## src/rtl/add_in_pkg_hdl.sv

```systemverilog
// Shared types and width helpers for the add_in arbitrated adder pipeline.
package add_in_pkg_hdl;

    typedef enum logic [1:0] {
        ADD      = 2'b00,
        SUB      = 2'b01,
        ACC      = 2'b10,
        ACC_LOAD = 2'b11
    } add_op_t;

    function automatic int res_w(input int add_width);
        return add_width + 1;
    endfunction

    function automatic int ch_w(input int num_ch);
        return (num_ch > 1) ? $clog2(num_ch) : 1;
    endfunction

    // Control half of a stage payload; operand/channel fields are sized by the user module.
    typedef struct packed {
        logic    vld;
        add_op_t op;
    } stage_ctl_t;

endpackage

```

## src/rtl/add_in_rr_arb.sv

```systemverilog
// Round-robin arbiter: scans requests starting at the pointer, grants at most one per cycle.
module add_in_rr_arb
    import add_in_pkg_hdl::*;
#(
    parameter  int NUM_CH = 4,
    localparam int CH_W   = ch_w(NUM_CH)
) (
    input  logic              clk,
    input  logic              rst,
    input  logic [NUM_CH-1:0] req,
    input  logic              advance,
    output logic [NUM_CH-1:0] gnt,
    output logic [CH_W-1:0]   id,
    output logic              any
);

    logic [CH_W-1:0] ptr;
    int              scan_idx;

    always_comb begin
        gnt      = '0;
        id       = '0;
        any      = 1'b0;
        scan_idx = 0;
        if (advance) begin
            for (int i = 0; i < NUM_CH; i++) begin
                scan_idx = int'(ptr) + i;
                if (scan_idx >= NUM_CH) scan_idx = scan_idx - NUM_CH;
                if (!any && req[scan_idx]) begin
                    any           = 1'b1;
                    gnt[scan_idx] = 1'b1;
                    id            = CH_W'(scan_idx);
                end
            end
        end
    end

    always_ff @(posedge clk or negedge rst) begin
        if (!rst) begin
            ptr <= '0;
        end else if (any) begin
            ptr <= (int'(id) == NUM_CH - 1) ? '0 : id + CH_W'(1);
        end
    end

endmodule

```

## src/rtl/add_in_arb_pipe.sv

```systemverilog
// NUM_CH requesters round-robin into a shared 2-stage add/sub/accumulate pipeline.
// Define ADD_IN_SAT_EN to saturate SUB underflow to 0 and ACC wrap to all-ones.
module add_in_arb_pipe
    import add_in_pkg_hdl::*;
#(
    parameter  int ADD_WIDTH = 4,
    parameter  int NUM_CH    = 4,
    localparam int CH_W      = ch_w(NUM_CH),
    localparam int RW        = res_w(ADD_WIDTH)
) (
    input  logic                        clk,
    input  logic                        rst,
    input  logic [NUM_CH-1:0]           in_valid,
    output logic [NUM_CH-1:0]           in_ready,
    input  logic [NUM_CH*ADD_WIDTH-1:0] in_a,
    input  logic [NUM_CH*ADD_WIDTH-1:0] in_b,
    input  logic [NUM_CH*2-1:0]         in_op,
    output logic                        out_valid,
    input  logic                        out_ready,
    output logic [RW-1:0]               out_sum,
    output logic [CH_W-1:0]             out_ch,
    output logic                        out_ovf,
    output logic                        busy
);

    stage_ctl_t             s1_ctl;
    logic [ADD_WIDTH-1:0]   s1_a;
    logic [ADD_WIDTH-1:0]   s1_b;
    logic [CH_W-1:0]        s1_ch;

    logic                   s1_move;
    logic                   grant_en;
    logic                   any_gnt;
    logic [NUM_CH-1:0]      gnt;
    logic [CH_W-1:0]        gnt_id;
    logic [ADD_WIDTH-1:0]   sel_a;
    logic [ADD_WIDTH-1:0]   sel_b;
    add_op_t                sel_op;

    logic [RW-1:0]          acc [NUM_CH];
    logic [RW-1:0]          a_e;
    logic [RW-1:0]          b_e;
    logic [RW-1:0]          acc_cur;
    logic [RW:0]            acc_full;
    logic [RW-1:0]          res_sum;
    logic                   res_ovf;
    logic                   acc_we;

    // S1 frees up in the same cycle it hands off, which is what gives 1/cycle throughput.
    assign s1_move  = s1_ctl.vld & (~out_valid | out_ready);
    assign grant_en = rst & (~s1_ctl.vld | s1_move);
    assign in_ready = gnt;
    assign busy     = s1_ctl.vld | out_valid;

    add_in_rr_arb #(.NUM_CH(NUM_CH)) u_arb (
        .clk     (clk),
        .rst     (rst),
        .req     (in_valid),
        .advance (grant_en),
        .gnt     (gnt),
        .id      (gnt_id),
        .any     (any_gnt)
    );

    always_comb begin
        sel_a  = '0;
        sel_b  = '0;
        sel_op = ADD;
        for (int i = 0; i < NUM_CH; i++) begin
            if (gnt[i]) begin
                sel_a  = in_a[i*ADD_WIDTH +: ADD_WIDTH];
                sel_b  = in_b[i*ADD_WIDTH +: ADD_WIDTH];
                sel_op = add_op_t'(in_op[i*2 +: 2]);
            end
        end
    end

    always_ff @(posedge clk or negedge rst) begin
        if (!rst) begin
            s1_ctl <= '0;
            s1_a   <= '0;
            s1_b   <= '0;
            s1_ch  <= '0;
        end else if (any_gnt) begin
            s1_ctl <= '{vld: 1'b1, op: sel_op};
            s1_a   <= sel_a;
            s1_b   <= sel_b;
            s1_ch  <= gnt_id;
        end else if (s1_move) begin
            s1_ctl.vld <= 1'b0;
        end
    end

    // Result is formed from S1 contents; the accumulator is read here and written on the move.
    always_comb begin
        a_e      = {1'b0, s1_a};
        b_e      = {1'b0, s1_b};
        acc_cur  = acc[s1_ch];
        acc_full = {1'b0, acc_cur} + {2'b00, s1_a};
        res_sum  = '0;
        res_ovf  = 1'b0;
        acc_we   = 1'b0;
        case (s1_ctl.op)
            ADD: begin
                res_sum = a_e + b_e;
                res_ovf = res_sum[RW-1];
            end
            SUB: begin
                res_ovf = (s1_a < s1_b);
`ifdef ADD_IN_SAT_EN
                res_sum = res_ovf ? '0 : a_e - b_e;
`else
                res_sum = a_e - b_e;
`endif
            end
            ACC: begin
                res_ovf = acc_full[RW];
`ifdef ADD_IN_SAT_EN
                res_sum = res_ovf ? '1 : acc_full[RW-1:0];
`else
                res_sum = acc_full[RW-1:0];
`endif
                acc_we  = 1'b1;
            end
            ACC_LOAD: begin
                res_sum = a_e + b_e;
                acc_we  = 1'b1;
            end
            default: ;
        endcase
    end

    always_ff @(posedge clk or negedge rst) begin
        if (!rst) begin
            for (int i = 0; i < NUM_CH; i++) acc[i] <= '0;
        end else if (s1_move && acc_we) begin
            acc[s1_ch] <= res_sum;
        end
    end

    always_ff @(posedge clk or negedge rst) begin
        if (!rst) begin
            out_valid <= 1'b0;
            out_sum   <= '0;
            out_ch    <= '0;
            out_ovf   <= 1'b0;
        end else if (s1_move) begin
            out_valid <= 1'b1;
            out_sum   <= res_sum;
            out_ch    <= s1_ch;
            out_ovf   <= res_ovf;
        end else if (out_ready) begin
            out_valid <= 1'b0;
        end
    end

endmodule

```

## config.mk

```make
export PLATFORM = sky130hd
export DESIGN_NAME = add_in_arb_pipe
export DESIGN_NICKNAME = d
export VERILOG_FILES = /design/src/rtl/add_in_pkg_hdl.sv /design/src/rtl/add_in_rr_arb.sv /design/src/rtl/add_in_arb_pipe.sv
export SDC_FILE = /design/constraint.sdc
export NUM_CORES = 1
export LEC_CHECK = 0
export CORE_MARGIN = 4
export CORE_UTILIZATION = 45
export DETAILED_ROUTE_END_ITERATION = 10
export PLACE_DENSITY = 0.72
export SYNTH_ARGS = -nofsm -noshare
export SYNTH_HDL_FRONTEND = slang
export SYNTH_HIERARCHICAL = 1
export SYNTH_SLANG_ARGS = --single-unit
```

## constraint.sdc

```tcl
create_clock -name clk -period 3.4 [get_ports clk]
set_clock_uncertainty 0.15 [all_clocks]
set_input_delay 0.34 -clock clk [delete_from_list [all_inputs] [get_ports clk]]
set_output_delay 0.34 -clock clk [all_outputs]
set_load 0.05 [all_outputs]
```

### After elaboration in Yosys (flattened, before gate mapping)

Cells that the tools add are included.

| cells by class | value |
|---|---|
| add/sub/neg operators | 11 |
| order comparisons | 15 |
| equality and inequality tests | 4 |
| multiplexer cells | 75 |
| bitwise gates (word level) | 11 |
| reduce and logical (&&, ||, !) cells | 17 |

Operators by type and width:

| cell | count |
|---|---|
| 2-to-1 mux 32 bit | 8 |
| greater-or-equal comparator 32 x 1 -> 1 bit, second input constant | 4 |
| less-than comparator 32 x 4 -> 1 bit, second input constant | 4 |
| greater-or-equal comparator 32 x 4 -> 1 bit, second input constant | 3 |
| subtractor 32 x 4 -> 32 bit, second input constant | 3 |
| 2-to-1 mux 4 bit | 16 |
| 2-to-1 mux 1 bit | 25 |
| bitwise mux 20 bit | 1 |
| 2-to-1 mux 2 bit | 10 |
| 2-to-1 mux 5 bit | 3 |
| case mux 5 bit (3 select lines) | 1 |
| OR 4 bit | 3 |
| binary-select mux 5 bit (select 2 bit) | 1 |
| demux 5 bit (select 2 bit) | 1 |
| logical AND 1 bit | 9 |
| binary-select mux 1 bit (select 2 bit) | 4 |
| demux 1 bit (select 2 bit) | 4 |
| adder 2 x 2 -> 3 bit, second input constant | 2 |
| adder 5 x 4 -> 6 bit | 1 |
| adder 4 x 4 -> 5 bit | 1 |
| subtractor 4 x 4 -> 5 bit | 1 |
| equality test 2 x 1 -> 1 bit, second input constant | 2 |
| equality test 2 bit, second input constant | 2 |
| less-than comparator 4 bit | 1 |
| 15 further kinds | 23 |

| word-level totals | value |
|---|---|
| register bits after elaboration | 44 |
| bits of input ports | 47 |
| output and inout bits | 14 |
| logic and storage cells | 147 |

### Longest topological paths before layout

Gate-level depths: netlist (run 1).

| logic depth | value |
|---|---|
| word-level depth | 27 |
| depth in mapped cells | 14 |
| mapped depth without buffers | 11 |

### By module

Netlist (run 1), hierarchy kept.

Modules (own cells, without submodules):

| module | instances | cells an instance | area each (um^2) | seq. area each (um^2) |
|---|---|---|---|---|
| add_in_arb_pipe | 1 | 262 | 2590.0 | 1051.0 |
| add_in_rr_arb | 1 | 81 | 686.9 | 50.0 |

### Worst setup path after synthesis (run 1)

OpenSTA, ideal clock, no wires.

| timing | value |
|---|---|
| path type | register -> register |
| start point | register u_arb.ptr[0] |
| end point | register s1_a[0] |
| setup time | 0.077 ns |
| arrival | 3.656 ns |
| data required time | 3.173 ns |
| slack | -0.483 ns |
| stages on the path, launching flop included | 15 |
| period minus slack after synthesis | 3.883 ns |
| cells stage by stage | dfrtp_1 -> buf_6 -> buf_2 -> inv_1 -> ha_1 -> or4_1 -> o21ai_1 -> a21oi_1 -> o211ai_1 -> nor2b_1 -> clkbuf_1 -> a221oi_1 -> nor3_1 -> a21oi_1 -> a21oi_1 |

| on the way | value |
|---|---|
| cells in the longest elaborated chain, start to end | 24 |

Ends and longest elaborated chain:

| what | RTL line | source |
|---|---|---|
| start: declaration | add_in_rr_arb.sv:17 | `logic [CH_W-1:0] ptr;` |
| start signal: assignment | add_in_rr_arb.sv:42 | `ptr <= (int'(id) == NUM_CH - 1) ? '0 : id + CH_W'(1);` |
| branches (longest 18 deep; another with subtractor 32 x 4 -> 32 bit) | n/a |  |
| 2-to-1 mux 4 bit * | add_in_rr_arb.sv:29 | `if (!any && req[scan_idx]) begin` |
| 2-to-1 mux 4 bit * | add_in_rr_arb.sv:25 | `if (advance) begin` |
| named net in_ready[0] | add_in_arb_pipe.sv:14 | `output logic [NUM_CH-1:0] in_ready,` |
| 2-to-1 mux 4 bit * (4 in series) | add_in_arb_pipe.sv:70 | `if (gnt[i]) begin` |
| end signal: assignment | add_in_arb_pipe.sv:86 | `s1_a <= sel_a;` |
| end: declaration | add_in_arb_pipe.sv:27 | `logic [ADD_WIDTH-1:0] s1_a;` |

Mark *: on every way through the listed nets, which the timed path passes. The select of a mux whose other input is x is not followed.
A chain may end at the register's enable or synchronous reset.

### Worst setup path after layout (run 1)

| timing | value |
|---|---|
| start point | register u_arb.ptr[0] |
| end point | output port in_ready[1] |

| on the way | value |
|---|---|
| cells in the longest elaborated chain, start to end | 20 |

Ends and longest elaborated chain:

| what | RTL line |
|---|---|
| branches (longest 18 deep; another with subtractor 32 x 4 -> 32 bit) | n/a |
| 2-to-1 mux 4 bit * | add_in_rr_arb.sv:29 |
| 2-to-1 mux 4 bit * | add_in_rr_arb.sv:25 |
| end: declaration | add_in_arb_pipe.sv:14 |

Every way passes the cells marked *. The select of a mux whose other input is x is not followed.

==> impl_metrics.csv, run 1 <==
group,metric,value,unit
critical_path,path_max_fanout,8,
job,cap_violations,0,
logic_synthesis,syn_area,3280,sq um
cells_and_area,seq_area,1100,sq um
logic_synthesis,ys_types,55,
cells_and_area,nets,475,
timing,slew_headroom,51.4,%
critical_path,path_common_cell,"o211ai_1",
global_routing,grt.overflow.total,0,
clock_network,cts.htree.levels,2,
critical_path,worstPathArrival,2620,ps
critical_path,crit_chain,"inv_6, ha_4, mux4_2, and3b_2, o211ai_1, o211ai_1, buf_4, buf_12",
clock_network,cts_tree,"yes",
status,status,"completed",
power_and_ir_drop,power_density,959,nW/um^2
placed_design,port_buffers,60,
clock_network,postCtsHoldBufs,0,
power_and_ir_drop,pwr-share-comb,68.3,%
critical_path,cp_slowest_stage_delay,580,ps
global_routing,grt_max_degree,45,
drt,ant_nets,0,
critical_path,critPathKind,"register to primary output",
critical_path,end_kind,"primary output",
placed_design,place_congestion,0.882,
cells_and_area,multi_input_area,2020,sq um
floorplanning,die_h,93.3,microns
min_path,worstHoldPathType,"input port to async pin",
power_and_ir_drop,power_leakage,0.00173,uW
timing,slew_viol_final,0,
floorplanning,initial_core_util,47.2,%
global_routing,grt_pass1_wl,13.0,mm
logic_synthesis,ys_seq_area_share,33.6,%
clock_network,clkSinkCount,44,
timing,final-hold-violation-count,0,
floorplanning,rows,30,
logic_synthesis,synth.net_count,416,
drt,first_pass_iters,4,
logic_synthesis,syn_avg_cell_area,9.55,sq um
power_and_ir_drop,power_frac_clock,8.0,%
cells_and_area,diodes,0,
floorplanning,die_width,93.3,microns
critical_path,crit_family,"multiplexers",
floorplanning,core,6940,sq um
global_routing,grt_usage,18.7,%
timing,grt_setup_unrepaired,"false",
drt,route.detailed.wl_per_inst,15.4,microns
timing,holdWs,30.9,ps
drt,vias_per_cell,5.50,
cells_and_area,flow.area_growth_from_synthesis,25.8,%
clock_network,postCtsSetupRepairBufs,0,
drt,drt_iter0_markers,121,
clock_network,cts.path.max_buffers,2,
drt,drc_errors,0,
global_routing,grt_pass1_vias,2709,
cells_and_area,drive_above_1_share,16.2,%
placed_design,numPlacedInstances,491,
power_and_ir_drop,ir_drop,0.521,mV
timing,setup_violations,0,
clock_network,cts_buffers,5,
timing,period_share,91.5,%
timing,fmax,321,MHz
power_and_ir_drop,switching_share,46.9,%
floorplanning,ioPinCount,61,
clock_network,clk_pin_slew,80,ps
drt,via_count,2738,
placed_design,place_hpwl,5.99,mm
cells_and_area,layout.cells.non_filler,498,
global_routing,antenna_found_initial,0,
power_and_ir_drop,seqPwrFrac,23.8,%
logic_synthesis,ys_ff_latch,44,
logic_synthesis,synth_edf_count,0,
logic_synthesis,ys.flop_type,"dfrtp_1",
power_and_ir_drop,p_sw,1860,uW
clock_network,cts_resized,0,
cells_and_area,final_cell_mix,"55 x clkdlybuf4s50_1, 44 x dfrtp_1, 29 x nand2_1, 28 x a21oi_1, 22 x ha_1",
timing,fin_crit,3110,ps
logic_synthesis,synthArstFlopShare,100,%
logic_synthesis,synthCells,343,
timing,worst_slew_pin_slew,728,ps
power_and_ir_drop,intPower,2100,uW
drt,wirelength,7.69,mm
critical_path,crit_buf_inv,3,
critical_path,crit_slowest_cell,"mux4_2",
cells_and_area,filler_cell_count,626,
cells_and_area,layout_commonest_cell,"clkdlybuf4s50_1",
logic_synthesis,yosys_warnings,6,
critical_path,start_kind,"register",
critical_path,required,2910,ps
floorplanning,die_area,8710,sq um
clock_network,root_buffer,"clkbuf_8",
clock_network,clock_latency,300,ps
per-layer routing:
metal  track usage [%]  part of all wire, %  wire, microns  up-vias
met4              4.52                  1.1             86        0
met2              31.8                   51           3940       50
met5                 0                    0              0        -
li1                  -                    -              -     1357
met1              25.0                   44           3400     1325
met3              2.98                  3.4            258        6
cell type report:
class	count	area share, %
Multi-Input combinational cell	260	49.0
Sequential cell	44	26.7
Timing Repair Buffer	72	17.6
Tap cell	96	2.91
Inverter	19	1.85
Clock buffer	5	1.67
Clock inverter	2	0.303
flip-flops by register name (all words and copies together) (netlist names):
signal,count
acc,20
out_sum,5
s1_a,4
s1_b,4
s1_ctl,3
out_ch,2
s1_ch,2
u_arb/ptr,2
out_ovf,1
out_valid,1
power groups by stage:
stage | Clock (uW) | Sequential [uW] | Combinational (uW)
finish | 315 | 939 | 2700
global route | 340 | 978 | 3010
CTS | 322 | 944 | 2710
detailed placement | 0 | 954 | 2680
global placement | 0 | 945 | 2630
floorplan | 0 | 1050 | 1870
stage by stage:
step                util [%]  worst slack (ps)  cell area [sq um]  TNS (ps)  total power [uW]
floorplan                  -              -181               3310     -1190              2920
global placement        58.2               138               4040         0              3570
detailed placement      58.2              46.4               4040         0              3640
CTS                     59.3               177               4120         0              3970
global route            59.4               141               4120         0              4330
finish                  59.4               289               4120         0              3950
worst reg2reg max path, cell delays in order, from the launching register on:
cell,delay (ps)
dfrtp_1,420
inv_6,60
ha_4,320
mux4_2,580
and3b_2,310
o211ai_1,100
o211ai_1,120
nor2b_2,380
a221oi_1,130
nor3_1,180
a21oi_1,60
a21oi_1,150
synthesized netlist by cell type (all sizes together) (2+ instances only):
master	count	area (sq um)
o211ai	10	75.1
a221oi	10	87.6
nand4b	2	17.5
mux4	9	206
clkbuf	11	41.3
nand3b	5	37.5
nor3	15	75.1
inv	19	71.3
a21o	2	15.0
nor2b	15	96.3
mux2	19	214
or2	3	18.8
nand2b	9	56.3
fa	3	60.1
a211oi	2	15.0
ha	23	288
o21ai	14	70.1
nor2	21	78.8
buf	9	63.8
o22ai	2	12.5
o31ai	3	22.5
nand2	29	109
a21bo	5	50.1
a21oi	29	145
o2bb2ai	2	17.5
nand3	7	35.0
dfrtp	44	1100
cells by family (layout without fill, tap and decap cells):
logic type / after synthesis / in the layout / share of synthesized area, %
xor gates and xnor gates: 1 / 1 / 0.267
buffers and inverters: 39 / 98 / 5.38
adders and majority gates: 26 / 26 / 10.6
muxes: 29 / 29 / 13.1
and+or+nand+nor: 113 / 113 / 17.5
DFF: 44 / 44 / 33.6
AOI/OAI and AO/OA: 91 / 91 / 19.5
final timing paths:
path / start / to / slack, ps / depth (start not counted)
min in group clk: out_ch[1]$_DFFE_PN0P_ / out_ch[1]$_DFFE_PN0P_ / 330 / 2
max in group asynchronous: rst / out_ovf$_DFFE_PN0P_ / 2700 / 2
worst min register to register: out_ch[1]$_DFFE_PN0P_ / out_ch[1]$_DFFE_PN0P_ / 330 / 2
worst max-delay path: u_arb/ptr[0]$_DFFE_PN0P_ / in_ready[1] / 290 / 8
worst max register to register: u_arb/ptr[0]$_DFFE_PN0P_ / s1_b[3]$_DFFE_PN0P_ / 360 / 11
worst min-delay path: rst / acc[16]$_DFFE_PN0P_ / 30 / 2
(Power assumes the default switching activity.)
==> run 2, diff against run 1 <==
CORE_MARGIN = unset   (was 4)
==> run 2 against run 1 <==
Non-clock buffer count unchanged. Wire length shrank 0.57%. Hold slack got worse by 9.3 ps. Power up 0.71%. Final cell count is 0.40% higher. Fmax decreased by 0.87%. First-iteration DRC count rose by 17%. Via count is 0.95% higher. Worst setup slack worse by 27 ps. Sequential power grew 1%. Sequential share of layout area fell by 0.12 points. Largest power group unchanged. Highest routed layer unchanged.
==> impl_metrics.csv, run 2 (synthesis results as in run 1) <==
group,metric,value,unit
timing,worst_slew_pin_slew,744,ps
clock_network,root_buffer,"clkbuf_8",
floorplanning,die_width,87.3,microns
critical_path,crit_slowest_cell,"mux4_2",
clock_network,clk_pin_slew,80,ps
drt,first_pass_iters,4,
critical_path,start_kind,"register",
timing,slew_viol_final,0,
critical_path,worstPathArrival,2650,ps
timing,slew_headroom,50.3,%
floorplanning,core,6910,sq um
global_routing,grt_usage,21.5,%
cells_and_area,flow.area_growth_from_synthesis,26.4,%
clock_network,cts.htree.levels,2,
clock_network,postCtsHoldBufs,0,
placed_design,place_hpwl,5.90,mm
power_and_ir_drop,switching_share,46.8,%
power_and_ir_drop,pwr-share-comb,67.4,%
critical_path,critPathKind,"register to primary output",
timing,fin_crit,3140,ps
critical_path,crit_buf_inv,3,
timing,final-hold-violation-count,0,
floorplanning,initial_core_util,47.4,%
timing,holdWs,21.6,ps
placed_design,place_congestion,0.805,
min_path,worstHoldPathType,"input port to async pin",
drt,via_count,2764,
global_routing,grt.overflow.total,0,
cells_and_area,largest_register_ffs,20,
cells_and_area,layout_commonest_cell,"clkdlybuf4s50_1",
cells_and_area,layout.cells.non_filler,500,
drt,vias_per_cell,5.53,
floorplanning,rows,30,
placed_design,port_buffers,60,
timing,period_share,92.3,%
clock_network,postCtsSetupRepairBufs,0,
power_and_ir_drop,seqPwrFrac,23.8,%
clock_network,clkSinkCount,44,
status,status,"completed",
clock_network,cts.path.max_buffers,2,
global_routing,grt_max_degree,45,
cells_and_area,final_cell_mix,"55 x clkdlybuf4s50_1, 44 x dfrtp_1, 29 x nand2_1, 28 x a21oi_1, 22 x ha_1",
drt,drc_errors,0,
placed_design,numPlacedInstances,491,
drt,route.detailed.wl_per_inst,15.3,microns
drt,drt_iter0_markers,142,
cells_and_area,nets,475,
clock_network,cts_resized,0,
floorplanning,die_area,7630,sq um
clock_network,cts_tree,"yes",
drt,wirelength,7.64,mm
floorplanning,die_h,87.3,microns
critical_path,cp.depth,8,
floorplanning,ioPinCount,61,
critical_path,cp_slowest_stage_delay,570,ps
power_and_ir_drop,ir_drop,0.521,mV
timing,fmax,319,MHz
global_routing,grt_pass1_vias,2703,
critical_path,end_kind,"primary output",
critical_path,path_max_fanout,12,
timing,setup_violations,0,
global_routing,grt_pass1_wl,12.8,mm
cells_and_area,reg.largest.list,"acc x20, out_sum x5",
critical_path,crit_family,"multiplexers",
cells_and_area,largest_register,"acc",
critical_path,required,2910,ps
clock_network,cts_buffers,5,
clock_network,clock_latency,300,ps
timing,grt_setup_unrepaired,"false",
power_and_ir_drop,intPower,2120,uW
global_routing,antenna_found_initial,1,
power_and_ir_drop,power_leakage,0.00173,uW
cells_and_area,drive_above_1_share,16.4,%
critical_path,path_common_cell,"o211ai_1",
power_and_ir_drop,p_sw,1870,uW
critical_path,crit_chain,"inv_6, ha_4, mux4_2, and3b_2, o211ai_1, o211ai_1, buf_4, buf_12",
job,cap_violations,0,
critical_path,worst-r2r-cell-count,12,
power_and_ir_drop,power_density,961,nW/um^2
drt,ant_nets,0,
power_and_ir_drop,power_frac_clock,8.8,%
run 2: stage by stage:
step,cell area [sq um],util (%),TNS [ps],setup WS [ps],power [uW]
global route,4140,59.9,0,109,4330
CTS,4140,59.9,0,155,3990
floorplan,3310,-,-1190,-181,2920
finish,4140,60.0,0,261,3980
detailed placement,4040,58.5,0,48.0,3630
global placement,4040,58.5,0,150,3560
run 2: worst paths after layout:
kind,from,endpoint,slack [ps]
worst max-delay path,u_arb/ptr[0]$_DFFE_PN0P_,in_ready[1],260
worst min-delay path,rst,acc[16]$_DFFE_PN0P_,20
worst max register to register,u_arb/ptr[0]$_DFFE_PN0P_,s1_a[2]$_DFFE_PN0P_,300
worst min register to register,acc[0]$_DFFE_PN0P_,acc[0]$_DFFE_PN0P_,340
max in group asynchronous,rst,s1_b[2]$_DFFE_PN0P_,2700
min in group clk,acc[0]$_DFFE_PN0P_,acc[0]$_DFFE_PN0P_,340
run 2: power by group through the flow:
| stage | sequential (uW) | combinational [uW] | clock [uW] |
|---|---|---|---|
| after floorplan | 1050 | 1870 | 0 |
| after global placement | 947 | 2610 | 0 |
| after detailed placement | 958 | 2670 | 0 |
| after CTS | 950 | 2680 | 362 |
| after global routing | 982 | 2970 | 382 |
| final | 948 | 2680 | 351 |
run 2: per-layer routing:
metal | global-route usage (%) | part of all wire (%)
met1 | 29.1 | 46
met2 | 35.8 | 49
met3 | 3.32 | 3.3
met4 | 5.81 | 1.0
met5 | 0 | 0
run 2: area by class of cell:
type,instances,area [sq um]
fillers,644,2770
multi-input cells,260,2020
flip-flops and latches,44,1100
repair buffers,72,726
well taps,96,120
clock buffers,6,82.6
inverters,19,76.3
clock inverters,2,15.0
diodes,1,2.50
run 2: worst register-to-register path, cell delays in order (launching register included):
cell and delay, ps:
dfrtp_1 440, inv_6 60, ha_4 320, mux4_2 570
and3b_2 310, o211ai_1 100, o211ai_1 150, buf_4 240
nand3b_1 120, a21oi_1 60, a21oi_1 190, o211ai_1 120
o21a_1 150
